===== src/rtl/riscv_pipe_ctrl.sv =====
// Pipeline sequencer for the 5-stage RISC-V core: per-stage enables and bubbles,
// with priority memory wait > redirect > load-use, plus timeout flag and stall counter.
module riscv_pipe_ctrl #(
    parameter int REG_ADDR_W  = 5,
    parameter int MEM_TIMEOUT = 255,
    parameter int CNT_WIDTH   = 32
) (
    input  logic                  clk,
    input  logic                  reset_n,
    input  logic [REG_ADDR_W-1:0] id_rs1,
    input  logic [REG_ADDR_W-1:0] id_rs2,
    input  logic                  id_use_rs1,
    input  logic                  id_use_rs2,
    input  logic [REG_ADDR_W-1:0] ex_rd,
    input  logic                  ex_mem_read,
    input  logic                  ex_redirect,
    input  logic                  mem_req,
    input  logic                  mem_ready,
    output logic                  pc_en,
    output logic                  en_if_id,
    output logic                  en_id_ex,
    output logic                  en_ex_mem,
    output logic                  en_mem_wb,
    output logic                  bubble_if_id,
    output logic                  bubble_id_ex,
    output logic                  redirect_sel,
    output logic                  mem_timeout_err,
    output logic [CNT_WIDTH-1:0]  stall_cnt,
    output logic                  dbg_state
);
    typedef enum logic {RUN = 1'b0, MEM_WAIT = 1'b1} state_t;

    localparam logic [15:0] TIMEOUT = 16'(MEM_TIMEOUT);

    state_t               state_q;
    logic                 pending_q;
    logic [15:0]          wait_cnt_q, wait_cnt_d;
    logic                 err_q;
    logic [CNT_WIDTH-1:0] stall_cnt_q, stall_cnt_d;

    logic mem_stall, load_use, redirect;

    assign mem_stall = mem_req & ~mem_ready;
    assign redirect  = ex_redirect | pending_q;
    assign load_use  = ex_mem_read && (ex_rd != '0) &&
                       ((id_use_rs1 && (id_rs1 == ex_rd)) ||
                        (id_use_rs2 && (id_rs2 == ex_rd)));

    // The release cycle out of MEM_WAIT is evaluated exactly like RUN, so the
    // control outputs need only the stall condition, not the state itself.
    always_comb begin
        pc_en        = 1'b0;
        en_if_id     = 1'b0;
        en_id_ex     = 1'b0;
        en_ex_mem    = 1'b0;
        en_mem_wb    = 1'b0;
        bubble_if_id = 1'b0;
        bubble_id_ex = 1'b0;
        redirect_sel = 1'b0;
        if (reset_n && !mem_stall) begin
            en_id_ex  = 1'b1;
            en_ex_mem = 1'b1;
            en_mem_wb = 1'b1;
            if (redirect) begin
                pc_en        = 1'b1;
                en_if_id     = 1'b1;
                bubble_if_id = 1'b1;
                bubble_id_ex = 1'b1;
                redirect_sel = 1'b1;
            end else if (load_use) begin
                bubble_id_ex = 1'b1;
            end else begin
                pc_en    = 1'b1;
                en_if_id = 1'b1;
            end
        end
    end

    always_comb begin
        wait_cnt_d = '0;
        if (mem_stall) begin
            if (state_q == RUN)
                wait_cnt_d = 16'd1;
            else if (wait_cnt_q < TIMEOUT)
                wait_cnt_d = wait_cnt_q + 16'd1;
            else
                wait_cnt_d = wait_cnt_q;
        end
        stall_cnt_d = stall_cnt_q;
        if (!pc_en && (stall_cnt_q != '1))
            stall_cnt_d = stall_cnt_q + 1'b1;
    end

    always_ff @(posedge clk or negedge reset_n) begin
        if (!reset_n) begin
            state_q     <= RUN;
            pending_q   <= 1'b0;
            wait_cnt_q  <= '0;
            err_q       <= 1'b0;
            stall_cnt_q <= '0;
        end else begin
            wait_cnt_q  <= wait_cnt_d;
            stall_cnt_q <= stall_cnt_d;
            if (mem_stall) begin
                state_q <= MEM_WAIT;
                // A redirect seen while frozen is remembered and issued on release.
                if (ex_redirect)
                    pending_q <= 1'b1;
                if ((state_q == MEM_WAIT) && (wait_cnt_q == TIMEOUT))
                    err_q <= 1'b1;
            end else begin
                state_q <= RUN;
                if (redirect)
                    pending_q <= 1'b0;
            end
        end
    end

    assign mem_timeout_err = err_q;
    assign stall_cnt       = stall_cnt_q;
    assign dbg_state       = state_q;
endmodule


===== config.mk =====
export PLATFORM = sky130hd
export DESIGN_NAME = riscv_pipe_ctrl
export DESIGN_NICKNAME = d
export VERILOG_FILES = /design/src/rtl/riscv_pipe_ctrl.sv
export SDC_FILE = /design/constraint.sdc
export NUM_CORES = 1
export LEC_CHECK = 0
export ABC_AREA = 1
export ABC_CLOCK_PERIOD_IN_PS = 2100
export CAP_MARGIN = 40
export CORE_UTILIZATION = 50
export CTS_BUF_LIST = sky130_fd_sc_hd__clkbuf_8
export CTS_CLUSTER_DIAMETER = 40
export DETAILED_ROUTE_END_ITERATION = 6
export HOLD_SLACK_MARGIN = 0.08
export MAX_ROUTING_LAYER = met4
export PLACE_DENSITY = 0.75
export SYNTH_ARGS = -nofsm -noshare
export SYNTH_HDL_FRONTEND = slang
export SYNTH_SLANG_ARGS = --single-unit

===== constraint.sdc =====
create_clock -name clk -period 2.1 [get_ports clk]
set_input_delay 0.315 -clock clk [delete_from_list [all_inputs] [get_ports clk]]
set_output_delay 0.315 -clock clk [all_outputs]
set_load 0.01 [all_outputs]

* Word-level counts from Yosys, hierarchy flattened *
Cells that the tools add are included.

cells by class
  bitwise gates (word level) = 3
  muxes and demuxes = 16
  reductions and logical operators = 14
  add/subtract/negate cells = 2
  eq/ne operators = 6
  $lt $le $gt $ge = 1

operators by type and width
  cell                   count
  $mux 16                3
  $add 32x1->32 const B  1
  $ne 32x32->1 const B   1
  $add 16x1->16 const B  1
  $eq 16x8->1 const B    1
  $lt 16x8->1 const B    1
  $mux 1                 13
  $eq 5x5->1             2
  $logic_and 1x1->1      7
  $reduce_bool 5->1      1
  $reduce_and 2->1       2
  $ne 3x2->1 const B     1
  $logic_not 1->1        2
  $ne 2x2->1 const B     1
  $reduce_bool 2->1      1
  $and 1x1->1            1
  $logic_or 1x1->1       1
  $not 1->1              1
  $or 1x1->1             1

storage, ports and cells
  flip-flop bits (word level) = 51
  input bits = 23
  logic and storage cells = 47

* Logic depth before layout (Yosys ltp) *
  word-level depth = 9
  gate-level depth with buffers = 12

* Worst setup path before layout *
OpenSTA, ideal clock, no wires.

  path type = input -> output
  from = input mem_req
  to = output pc_en
  data required time = 1.785 ns
  buffers on the path = 2
  arrival = 1.380 ns
  cell stages on the path = 9
  path slack = 0.405 ns
  cells stage by stage = inv_1 > nor2_1 > inv_1 > nand2_1 > inv_1 > nand2_1 > buf_2 > inv_1 > buf_4

between the ends
  longest elaborated chain between the ends = 4

ends and longest elaborated chain
  what               RTL line  source
  start, declared    17        input logic mem_req,
  $and 1x1->1        43        assign mem_stall = mem_req & ~mem_ready;
  net mem_stall      41        logic mem_stall, load_use, redirect;
  $logic_not 1->1    60        if (reset_n && !mem_stall) begin
  $logic_and 1x1->1  60
  $mux 1             n/a
  end, declared      19        output logic pc_en,

The timed path passes the listed nets, and every way through them passes these cells.

* Worst setup path after layout *
  from = input ex_rd[2]
  to = output pc_en

between the ends
  longest elaborated chain between the ends = 7
  elaborated cells on any way between the ends = 11
  those cells by class = eq/ne: 2; mux: 3; reduce/logical: 6

ends and longest elaborated chain
  what                                  RTL line  source
  start, declared                       14        input logic [REG_ADDR_W-1:0] ex_rd,
  $eq 5x5->1 (on tied branches)         46, 47
  $logic_and 1x1->1 (on tied branches)  46, 47
  $logic_or 1x1->1                      46        ((id_use_rs1 && (id_rs1 == ex_rd)) ||
  $logic_and 1x1->1 (*)                 45        assign load_use = ex_mem_read && (ex_rd != '0) &&
  $mux 1 (*)                            70        end else if (load_use) begin
  $mux 1 (*)                            64        if (redirect) begin
  $mux 1 (*)                            60

Every way passes the cells marked *; elsewhere a longest branch is shown, timed or not.

==> reports/summary.txt <==
Final core utilization: 67.2%
Pin count of the biggest net entering global routing: 52
Reg2reg setup slack: 0.19 ns
Clock Latency Late Sink: 0.31 ns
Vias per cell: 5.05
Max frequency: 0.519 GHz
TritonCTS clock tree: done
Slew Limit Fails: 0
Post-synthesis cell type with the largest combined area: dfrtp_1
Final layout net count: 573
Pwr/cell area: 545 mW/mm^2
FFs w/ async S/R, synth: 100%
Chip height: 81.9 um
GRT Util Overall: 24.4%
Unique cell type count in the Yosys netlist: 28
Slew @ Worst Pin: 0.647 ns
Worst rel slew slack: 56.9%
Leak: 2.12 nW
RSZ-0062 raised after global routing: no
Antenna violations before repair: 0
Die Footprint: 0.00671 sq mm
CP most frequent cell: nand2_1
Hold_buf cts: 0
Synth Area per Inst: 6.69 sq um
Synth top area share: 40.0%
Core Region: 0.00603 sq mm
GPL Wtd Cong: 0.883
Leading cell types by count after synthesis: nand2_1 (173), inv_1 (73), nor2_1 (57), dfrtp_1 (51), nand3_1 (45)
Crit share post-route: 91.7%
Hold slack final: 0.151 ns
Post-route cell area: 0.00405 sq mm
Synth top area cells: dfrtp_1 (40%), nand2_1 (20%), inv_1 (8.6%), nand3_1 (7.1%), nor2_1 (6.7%)
Mapped Nets: 502
DP Area: 0.00393 sq mm
Critical path peak fanout: 4
Number of global-route vias before repair: 2885
CP top delay family: buffers and inverters
Top FF cell, synth: dfrtp_1
Worst r2r src: stall_cnt[0]
Crit-path cells: clkdlybuf4s50_1 > inv_1 > nand2_1 > nand2_1 > nor2_1 > nand3_1 > nand2_1 > nand3_1 > nand2_2 > inv_1 > clkbuf_2
CTS root buf: clkbuf_8
Num CTS Buffers: 5
Final hold vios: 0
Reg2reg path depth: 9
Startpoint Class: input pin
Detailed Route Iter0 Violations: 182
Cells after Synth: 477
Setup TNS: 0 ns
I/O Buffers: 64
WP data arrival: 1.61 ns
Slowest-stage cell, CP: clkdlybuf4s50_1
DR WL/cell: 11.9 um
EDFF count, synth: 0
Cell Area, Synth: 0.00319 sq mm
Worst vdd ir: 0.487 mV
Share of post-route cells with drive strength above 1: 6.92%
Max stage delay on crit path: 0.48 ns
Setup CP Type: input pin to primary output
Top-count cell post-synth: nand2_1
Layout area overhead: 26.8%
Tmin final: 1.92 ns
Vias: 3152
DRC violations left: 0
Post-synthesis sequential area ratio: 40.0%
Routed wire length: 7410 um
CTS clk-pin slew, worst paths: 0.10 ns
Max_cap viols: 0
CP Capture Type: primary output
DP HPWL: 5520 um
Clk sinks: 51
FF+latch count, synth: 51
ANT nets after route: 0
Syn. warnings: 0
Endpoints failing setup: 0
Critical path required time: 1.78 ns
Clock Path Buffers: 2
Skew final: 0.00957 ns
Die Width: 81.9 um
Ant. Diodes: 0
Ports: 65
Worst r2r dst: stall_cnt[7]
Initial Util: 53.0%
Status: completed
Site Rows: 28
Router iterations before antenna repair: 4
Global-route wire length before repair: 12300 um
CP Depth: 11
GR Overflow Total: 0
Hold crit path type: input pin to async pin
Buf/Inv on CP: 4
H-tree depth: 2
placed cells by master, fill, tap and decap left out, types with 2 or more instances in the layout:
| master | synthesis | routed |
|---|---|---|
| clkbuf_2 | 0 | 3 |
| clkdlybuf4s50_1 | 0 | 51 |
| nor3_1 | 7 | 7 |
| nand3b_1 | 2 | 2 |
| xor2_1 | 9 | 9 |
| ha_1 | 2 | 2 |
| inv_1 | 73 | 73 |
| buf_4 | 5 | 12 |
| nand2_1 | 173 | 171 |
| nand2_4 | 1 | 2 |
| clkbuf_8 | 0 | 5 |
| o21ai_0 | 5 | 5 |
| nand4_1 | 14 | 14 |
| nand2_2 | 4 | 5 |
| dfrtp_1 | 51 | 51 |
| dlygate4sd2_1 | 0 | 5 |
| nand3_1 | 45 | 45 |
| a21oi_1 | 6 | 6 |
| xnor2_1 | 3 | 3 |
| nor2_2 | 3 | 3 |
| nor2_1 | 57 | 57 |
| nor2b_1 | 2 | 2 |
| dlymetal6s2s_1 | 0 | 4 |
stage by stage:
stage / setup WS [ns] / instances / total power [mW]
6_report: 0.175 / 624 / 2.21
5_1_grt: 0.0249 / 624 / 2.31
4_1_cts: 0.0165 / 624 / 2.23
3_5_place_dp: -0.240 / 616 / 1.53
3_3_place_gp: -0.199 / 616 / 1.52
2_1_floorplan: 0.405 / 477 / 1.31
layout make-up:
cell class / instances / area, sq um
Clock buffer: 5 / 68.8
Clock inverter: 3 / 46.3
Fill cell: 571 / 1980
Inverter: 73 / 274
Multi-Input combinational cell: 341 / 1570
Sequential cell: 51 / 1280
Tap cell: 75 / 93.8
Timing Repair Buffer: 76 / 714
registers in the layout (all words and copies together) (netlist names):
signal and cells:
stall_cnt 32, wait_cnt_q 16, dbg_state 1, mem_timeout_err 1
pending_q 1
cell families (layout without fill, tap and decap cells):
group | after synthesis | in the layout | share of synthesized area (%)
AND/OR/NAND/NOR | 313 | 313 | 42.5
adder cells (fa/ha/maj) | 2 | 2 | 0.784
AO/OA/AOI/OAI | 14 | 14 | 2.43
flip-flops | 51 | 51 | 40.0
XOR/XNOR | 12 | 12 | 3.29
buffers and inverters | 85 | 157 | 11.1
worst max-delay path by stage:
stage,from,endpoint
global placement,ex_rd[3],pc_en
detailed placement,ex_rd[3],bubble_id_ex
CTS,mem_ready,redirect_sel
floorplan,mem_req,pc_en
global route,stall_cnt[0],stall_cnt[29]
finish,ex_rd[2],pc_en
layer usage:
layer | vias up | GRT usage (%) | wire (um)
met3 | 7 | 3.33 | 372
met4 | 0 | 6.49 | 64
met1 | 1461 | 31.0 | 3440
met2 | 85 | 40.7 | 3530
li1 | 1599 | - | -
met5 | - | - | 0
power breakdown:
part | total (mW) | switching [mW] | internal, mW
clock | 0.708 | 0.349 | 0.359
sequential | 1.09 | 0.0632 | 1.03
combinational | 0.407 | 0.203 | 0.204
total | 2.21 | 0.614 | 1.59
timing repair:
| item | CTS | global route |
|---|---|---|
| setup endpoints to repair | 4 | 12 |
| resized for setup | 9 | 12 |
| setup buffers | 0 | 0 |
| pin swaps | 1 | 3 |
No activity file was read; power rests on OpenSTA's default activity.
